--- config.mk ---
export PLATFORM = sky130hd
export DESIGN_NAME = cdc_toggle_monitor_flat
export DESIGN_NICKNAME = d
export VERILOG_FILES = /design/src/rtl/cdc_toggle_monitor_pkg.sv /design/src/rtl/cdc_toggle_monitor_if.sv /design/src/rtl/cdc_toggle_monitor_edge_det.sv /design/src/rtl/cdc_toggle_monitor.sv /design/src/flat_wrapper.sv
export SDC_FILE = /design/constraint.sdc
export NUM_CORES = 1
export LEC_CHECK = 0
export CAP_MARGIN = 20
export CELL_PAD_IN_SITES_DETAIL_PLACEMENT = 0
export CELL_PAD_IN_SITES_GLOBAL_PLACEMENT = 1
export CORE_ASPECT_RATIO = 1.25
export CORE_MARGIN = 3
export CORE_UTILIZATION = 44
export CTS_BUF_LIST = sky130_fd_sc_hd__clkbuf_8
export CTS_CLUSTER_DIAMETER = 100
export CTS_CLUSTER_SIZE = 10
export DETAILED_ROUTE_END_ITERATION = 7
export GPL_TIMING_DRIVEN = 1
export PLACE_DENSITY = 0.84
export SLEW_MARGIN = 5
export SYNTH_ARGS = -nofsm -noshare
export SYNTH_HDL_FRONTEND = slang
export SYNTH_SLANG_ARGS = --single-unit
--- constraint.sdc ---
create_clock -name Bclk -period 4.65 [get_ports Bclk]
set_input_delay 0.93 -clock Bclk [delete_from_list [all_inputs] [get_ports Bclk]]
set_output_delay 0.93 -clock Bclk [all_outputs]
set_load 0.005 [all_outputs]
--- src/rtl/cdc_toggle_monitor_pkg.sv ---
// Shared constants for the Bclk-domain toggle monitor: FSM encodings and default parameters.
package cdc_toggle_monitor_pkg;

  localparam int unsigned DEF_INTW    = 8;
  localparam int unsigned DEF_CNTW    = 16;
  localparam int unsigned DEF_MIN_GAP = 2;
  localparam int unsigned DEF_MAX_GAP = 200;

  typedef enum logic [1:0] {
    ST_IDLE  = 2'd0,
    ST_TRACK = 2'd1,
    ST_STALL = 2'd2
  } monState_t;

endpackage

--- src/rtl/cdc_toggle_monitor_if.sv ---
// Event record handshake between the toggle monitor (master) and its downstream reader (slave).
interface cdc_toggle_monitor_if
  import cdc_toggle_monitor_pkg::*;
#(
  parameter int unsigned INTW = DEF_INTW
) ();

  logic            evt_valid;
  logic            evt_ready;
  logic [INTW-1:0] evt_interval;
  logic            evt_level;

  modport master (output evt_valid, output evt_interval, output evt_level, input evt_ready);
  modport slave  (input evt_valid, input evt_interval, input evt_level, output evt_ready);

endinterface

--- src/rtl/cdc_toggle_monitor_edge_det.sv ---
// Transition detector on the synchronised toggle line; din_q tracks Din every cycle,
// including during reset, so the first post-reset cycle never sees a false edge.
module toggle_edge_det (
  input  logic Bclk,
  input  logic Din,
  output logic edge_c,
  output logic level_c
);

  logic dinQ;

  always_ff @(posedge Bclk) begin
    dinQ <= Din;
  end

  assign edge_c  = Din ^ dinQ;
  assign level_c = Din;

endmodule

--- src/rtl/cdc_toggle_monitor.sv ---
// Measures Bclk gaps between Din transitions, hands each gap to a 1-entry valid/ready
// buffer and raises sticky flags for short gaps, stalls and dropped events.
module cdc_toggle_monitor
  import cdc_toggle_monitor_pkg::*;
#(
  parameter int unsigned INTW    = DEF_INTW,
  parameter int unsigned CNTW    = DEF_CNTW,
  parameter int unsigned MIN_GAP = DEF_MIN_GAP,
  parameter int unsigned MAX_GAP = DEF_MAX_GAP
) (
  input  logic                 Bclk,
  input  logic                 reset,
  input  logic                 Din,
  input  logic                 clr_err,
  cdc_toggle_monitor_if.master evt,
  output logic [CNTW-1:0]      edge_count,
  output logic                 err_short,
  output logic                 err_stall,
  output logic                 err_overflow
);

  localparam logic [INTW-1:0] GAP_SAT    = '1;
  localparam logic [CNTW-1:0] CNT_SAT    = '1;
  localparam logic [INTW-1:0] MIN_GAP_W  = INTW'(MIN_GAP);
  localparam logic [INTW:0]   MAX_GAP_W  = (INTW+1)'(MAX_GAP);

  logic            edge_c;
  logic            level_c;
  monState_t       state;
  monState_t       stateNxt_c;
  logic            emit_c;
  logic            setShort_c;
  logic            setStall_c;
  logic [INTW-1:0] gapCnt;
  logic [INTW:0]   gapInc_c;

  toggle_edge_det uEdgeDet (
    .Bclk    (Bclk),
    .Din     (Din),
    .edge_c  (edge_c),
    .level_c (level_c)
  );

  // One bit wider so the stall compare cannot wrap when MAX_GAP is the saturation value.
  assign gapInc_c = (INTW+1)'(gapCnt) + (INTW+1)'(1);

  always_ff @(posedge Bclk) begin
    if (reset) begin
      state <= ST_IDLE;
    end else begin
      state <= stateNxt_c;
    end
  end

  always_comb begin
    stateNxt_c = state;
    emit_c     = 1'b0;
    setShort_c = 1'b0;
    setStall_c = 1'b0;
    case (state)
      ST_IDLE: begin
        // First transition only establishes the reference point.
        if (edge_c) stateNxt_c = ST_TRACK;
      end
      ST_TRACK: begin
        if (edge_c) begin
          emit_c     = 1'b1;
          setShort_c = (gapCnt < MIN_GAP_W);
        end else if (gapInc_c == MAX_GAP_W) begin
          stateNxt_c = ST_STALL;
          setStall_c = 1'b1;
        end
      end
      ST_STALL: begin
        if (edge_c) begin
          emit_c     = 1'b1;
          stateNxt_c = ST_TRACK;
        end
      end
      default: stateNxt_c = ST_IDLE;
    endcase
  end

  // Gap and edge counters, both saturating.
  always_ff @(posedge Bclk) begin
    if (reset) begin
      gapCnt     <= '0;
      edge_count <= '0;
    end else begin
      if (edge_c) begin
        gapCnt <= INTW'(1);
      end else if (gapCnt != GAP_SAT) begin
        gapCnt <= gapCnt + INTW'(1);
      end
      if (edge_c && (edge_count != CNT_SAT)) begin
        edge_count <= edge_count + CNTW'(1);
      end
    end
  end

  // Single-entry event buffer: a held record is never overwritten by a newer event.
  always_ff @(posedge Bclk) begin
    if (reset) begin
      evt.evt_valid    <= 1'b0;
      evt.evt_interval <= '0;
      evt.evt_level    <= 1'b0;
    end else if (emit_c && (!evt.evt_valid || evt.evt_ready)) begin
      evt.evt_valid    <= 1'b1;
      evt.evt_interval <= gapCnt;
      evt.evt_level    <= level_c;
    end else if (evt.evt_valid && evt.evt_ready) begin
      evt.evt_valid    <= 1'b0;
    end
  end

  // Sticky flags; a new error in the clearing cycle wins.
  always_ff @(posedge Bclk) begin
    if (reset) begin
      err_short    <= 1'b0;
      err_stall    <= 1'b0;
      err_overflow <= 1'b0;
    end else begin
      err_short    <= (err_short & ~clr_err) | setShort_c;
      err_stall    <= (err_stall & ~clr_err) | setStall_c;
      err_overflow <= (err_overflow & ~clr_err) | (emit_c & evt.evt_valid & ~evt.evt_ready);
    end
  end

endmodule

--- src/flat_wrapper.sv ---
// flat-port wrapper written by rule: the top's interface ports become plain ports
module cdc_toggle_monitor_flat import cdc_toggle_monitor_pkg::*;
#(
  parameter int unsigned INTW    = DEF_INTW,
  parameter int unsigned CNTW    = DEF_CNTW,
  parameter int unsigned MIN_GAP = DEF_MIN_GAP,
  parameter int unsigned MAX_GAP = DEF_MAX_GAP
)
  (Bclk, reset, Din, clr_err, edge_count, err_short, err_stall, err_overflow, evt_evt_valid, evt_evt_interval, evt_evt_level, evt_evt_ready);
  cdc_toggle_monitor_if #(.INTW(INTW)) evt_i ();
  input  logic Bclk;
  input  logic reset;
  input  logic Din;
  input  logic clr_err;
  output logic [CNTW-1:0] edge_count;
  output logic err_short;
  output logic err_stall;
  output logic err_overflow;
  output wire logic [$bits(evt_i.evt_valid)-1:0] evt_evt_valid;
  output wire logic [$bits(evt_i.evt_interval)-1:0] evt_evt_interval;
  output wire logic [$bits(evt_i.evt_level)-1:0] evt_evt_level;
  input wire logic [$bits(evt_i.evt_ready)-1:0] evt_evt_ready;
  assign evt_evt_valid = evt_i.evt_valid;
  assign evt_evt_interval = evt_i.evt_interval;
  assign evt_evt_level = evt_i.evt_level;
  assign evt_i.evt_ready = evt_evt_ready;
  cdc_toggle_monitor #(.INTW(INTW), .CNTW(CNTW), .MIN_GAP(MIN_GAP), .MAX_GAP(MAX_GAP)) u_core (.Bclk(Bclk), .reset(reset), .Din(Din), .clr_err(clr_err), .evt(evt_i), .edge_count(edge_count), .err_short(err_short), .err_stall(err_stall), .err_overflow(err_overflow));
endmodule
==> results by group <==
Worst setup path
  • R2R Path End: u_core.state[1]
  • Worst Reg-to-Reg Cells: 6
  • Crit Path Category: in2reg
  • Worst EP required: 4.85 ns
  • Critical Path End Type: register
  • Reg2reg start: u_core.gapCnt[1]
  • Nature of the critical path startpoint: input port
  • Worst-path maximum fanout: 6
  • CP arrival: 2.85 ns
  • Crit path max-delay cell type: clkdlybuf4s50_1
  • Worst path max stage delay: 0.53 ns
  • Critical Path Start: Din
  • Worst reg2reg setup slack: 2.55 ns
  • Worst setup path endpoint: u_core.state[1]
  • Crit-path cells: clkdlybuf4s50_1 -> xnor2_2 -> nand3_1 -> o22ai_1 -> or3b_1 -> a211oi_1

Floorplanning
  • Starting Density: 46.6%
  • Die Span Y: 80.3 um
  • Die ar.: 5250 um^2
  • FP Rows: 26
  • Area of the core: 4160 um^2
  • Die X: 65.4 um
  • Ports: 34

Logic synthesis
  • Mapped Area: 1940 um^2
  • Largest area contributor in the netlist: dfxtp_1
  • Seq/Total Area, Yosys: 41.2%
  • Top post-synthesis cells by area: dfxtp_1 (41%), nor2_1 (6.6%), mux2i_1 (5.7%)
  • Syn_area_per_cell: 8.75 um^2
  • Yosys cell types: 40
  • Synth top area share: 41.2%
  • Syn_nets: 234
  • Yosys warnings: 0
  • Gate Count Post-Synth: 222
  • Yosys reg bits: 40

Power and ir drop
  • Pwr dens: 293 nW/um^2
  • Net Sw Power: 0.000184 W
  • Internal: 0.000510 W
  • Share of total power in the clock network: 30.4%
  • Sequential fraction of design power: 53.3%
  • Worst vdd ir: 199 uV
  • Switching share of power: 26.5%
  • Leakage: 0.876 nW
  • Logic pwr share: 16.3%

Routing
  • ANT nets after route: 0
  • DRT iter0 DRCs: 92
  • DRC viols: 0
  • Drt first pass iters: 4
  • Final wirelength: 4.06 mm
  • Post-DR vias/cell: 5.25
  • Via count: 1600
  • Avg WL per Cell: 13.3 um

Global routing
  • GRT busiest layer: met2
  • Vias in the first global route: 1546
  • Largest net degree at the start of global routing: 25
  • Overflow after GRT: 0
  • Met3 Resource Use GR: 4.76%
  • GRT Total Usage: 17.3%
  • Initial antenna violation count: 0
  • Global-route wire length before repair: 7.09 mm
  • Met1 Resource Use GR: 20.5%
  • Met2 usage: 27.9%

Clocking
  • Total CTS buffers: 5
  • Worst-Skew Late Latency: 0.29 ns
  • CTS tree: yes
  • H-tree Lvls: 2
  • Setup bufs post-CTS: 0
  • Clock sink total: 40
  • Clk slew on worst S/H paths: 0.07 ns
  • Post-CTS sizing: 0
  • Clock Tree Buf Depth: 2
  • Hold Buf Count CTS: 0
  • CTS root buf: clkbuf_8

Finish
  • Total Nets Final: 261
  • # diodes: 0
  • Area occupied by multi-input gates: 1070 um^2
  • Area Growth Syn to Fin: 22.1%
  • Design area: 2370 um^2
  • Commonest cells after routing, fill and taps aside: dfxtp_1 (40), nor2_1 (34), clkdlybuf4s50_1 (33)
  • Register area: 801 um^2
  • Most common cell after layout, fill and taps aside: dfxtp_1
  • Layout cells sized above 1: 5.22%
  • Layout fillers: 419

Job
  • Max-cap viol count: 0

Timing
  • RSZ-0062 raised after global routing: false
  • Count of final hold-check violations: 0
  • Max Fclk: 378 MHz
  • Worst-Margin Slew: 0.603 ns
  • Period utilisation layout: 56.9%
  • Max Slew Vio Count: 0
  • Worst Skew: 0.00490 ns
  • Sum of negative setup slack: 0 ns
  • Final setup viols: 0
  • Slew Limit Headroom: 59.7%
  • Post-layout min period: 2.64 ns

Worst hold path
  • Hold path startpoint: u_core.err_stall
  • Hold depth: 2
  • Worst hold path class: reg2reg

Place
  • Dpl hpwl: 2.91 mm
  • I/O Buffers: 33
  • Placed Instance Area: 2290 um^2
  • GPL Wtd Cong: 0.745

Outcome
  • Status: completed
[synth_stat cells, drive strengths merged]
cell,instances
dfxtp,40
nor2,34
a21oi,16
nand2,12
clkbuf,11
mux2i,11
xnor2,11
nand3,10
xor2,8
ha,7
nand4,7
o21ai,6
inv,5
a211oi,4
and3,4
or3,4
buf,3
nand2b,3
nor2b,3
nor4,3
a31oi,2
and2,2
nor3,2
nor4b,2
o211ai,2
o22ai,2
a2bb2oi,1
a32oi,1
and4,1
and4b,1
mux2,1
nand3b,1
or2b,1
or3b,1
[worst max-delay path, delay by kind of cell]
family	cells	cell delay [ns]
simple gates	2	0.50
buf+inv	1	0.53
xor+xnor	1	0.42
compound gates	2	0.48
[kinds of logic (layout without fill, tap and decap cells)]
group | after synthesis | after routing | share of synthesized area (%)
AO/OA/AOI/OAI | 34 | 34 | 10.2
AND/OR/NAND/NOR | 91 | 91 | 24.6
multiplexers | 12 | 12 | 6.25
buffers and inverters | 19 | 46 | 3.87
flip-flops | 40 | 40 | 41.2
adder cells (fa/ha/maj) | 7 | 7 | 4.51
XOR/XNOR | 19 | 19 | 9.34
[area by class of cell]
type,instances,share of cell area [%]
Multi-Input combinational cell,163,45.0
Inverter,5,0.792
Sequential cell,40,33.8
Clock buffer,5,2.90
Tap cell,56,2.96
Timing Repair Buffer,34,14.2
Clock inverter,2,0.369
[power by group through the flow]
| stage | logic, W | registers (W) | clock network, W |
|---|---|---|---|
| detailed placement | 0.000114 | 0.000378 | 0 |
| global route | 0.000127 | 0.000372 | 0.000233 |
| CTS | 0.000115 | 0.000370 | 0.000219 |
| finish | 0.000113 | 0.000370 | 0.000211 |
| global placement | 0.000114 | 0.000377 | 0 |
| floorplan | 0.0000779 | 0.000376 | 0 |
[worst min-delay path by stage]
stage / to / slack, ns
2_1_floorplan: u_core.err_stall / 0.46
3_3_place_gp: u_core.err_short / 0.46
3_5_place_dp: u_core.err_stall / 0.47
4_1_cts: u_core.err_stall / 0.48
5_1_grt: u_core.err_stall / 0.49
6_report: u_core.err_stall / 0.48
[layer usage]
layer	wire length (um)	up-vias
met5	0	-
met4	93	0
met3	178	8
met2	1910	33
met1	1880	736
li1	-	823
[stage by stage]
step / setup WS [ns] / util (%) / instances / total power (W) / hold slack (ns)
floorplan: 2.51 / - / 222 / 0.000453 / 0.461
global placement: 1.71 / 55.1 / 298 / 0.000491 / 0.462
detailed placement: 1.70 / 55.1 / 298 / 0.000492 / 0.466
CTS: 1.98 / 56.9 / 305 / 0.000704 / 0.478
global route: 1.87 / 56.9 / 305 / 0.000731 / 0.491
finish: 2.01 / 56.9 / 305 / 0.000695 / 0.476
[state kept, by name, indices dropped and copies added (netlist names)]
signal	count
u_core.evt.evt_level	1
u_core.edge_count	16
u_core.uEdgeDet.dinQ	1
u_core.err_stall	1
u_core.gapCnt	8
u_core.state	2
u_core.evt.evt_interval	8
u_core.err_short	1
u_core.err_overflow	1
u_core.evt.evt_valid	1
No activity file was read; power rests on OpenSTA's default activity.
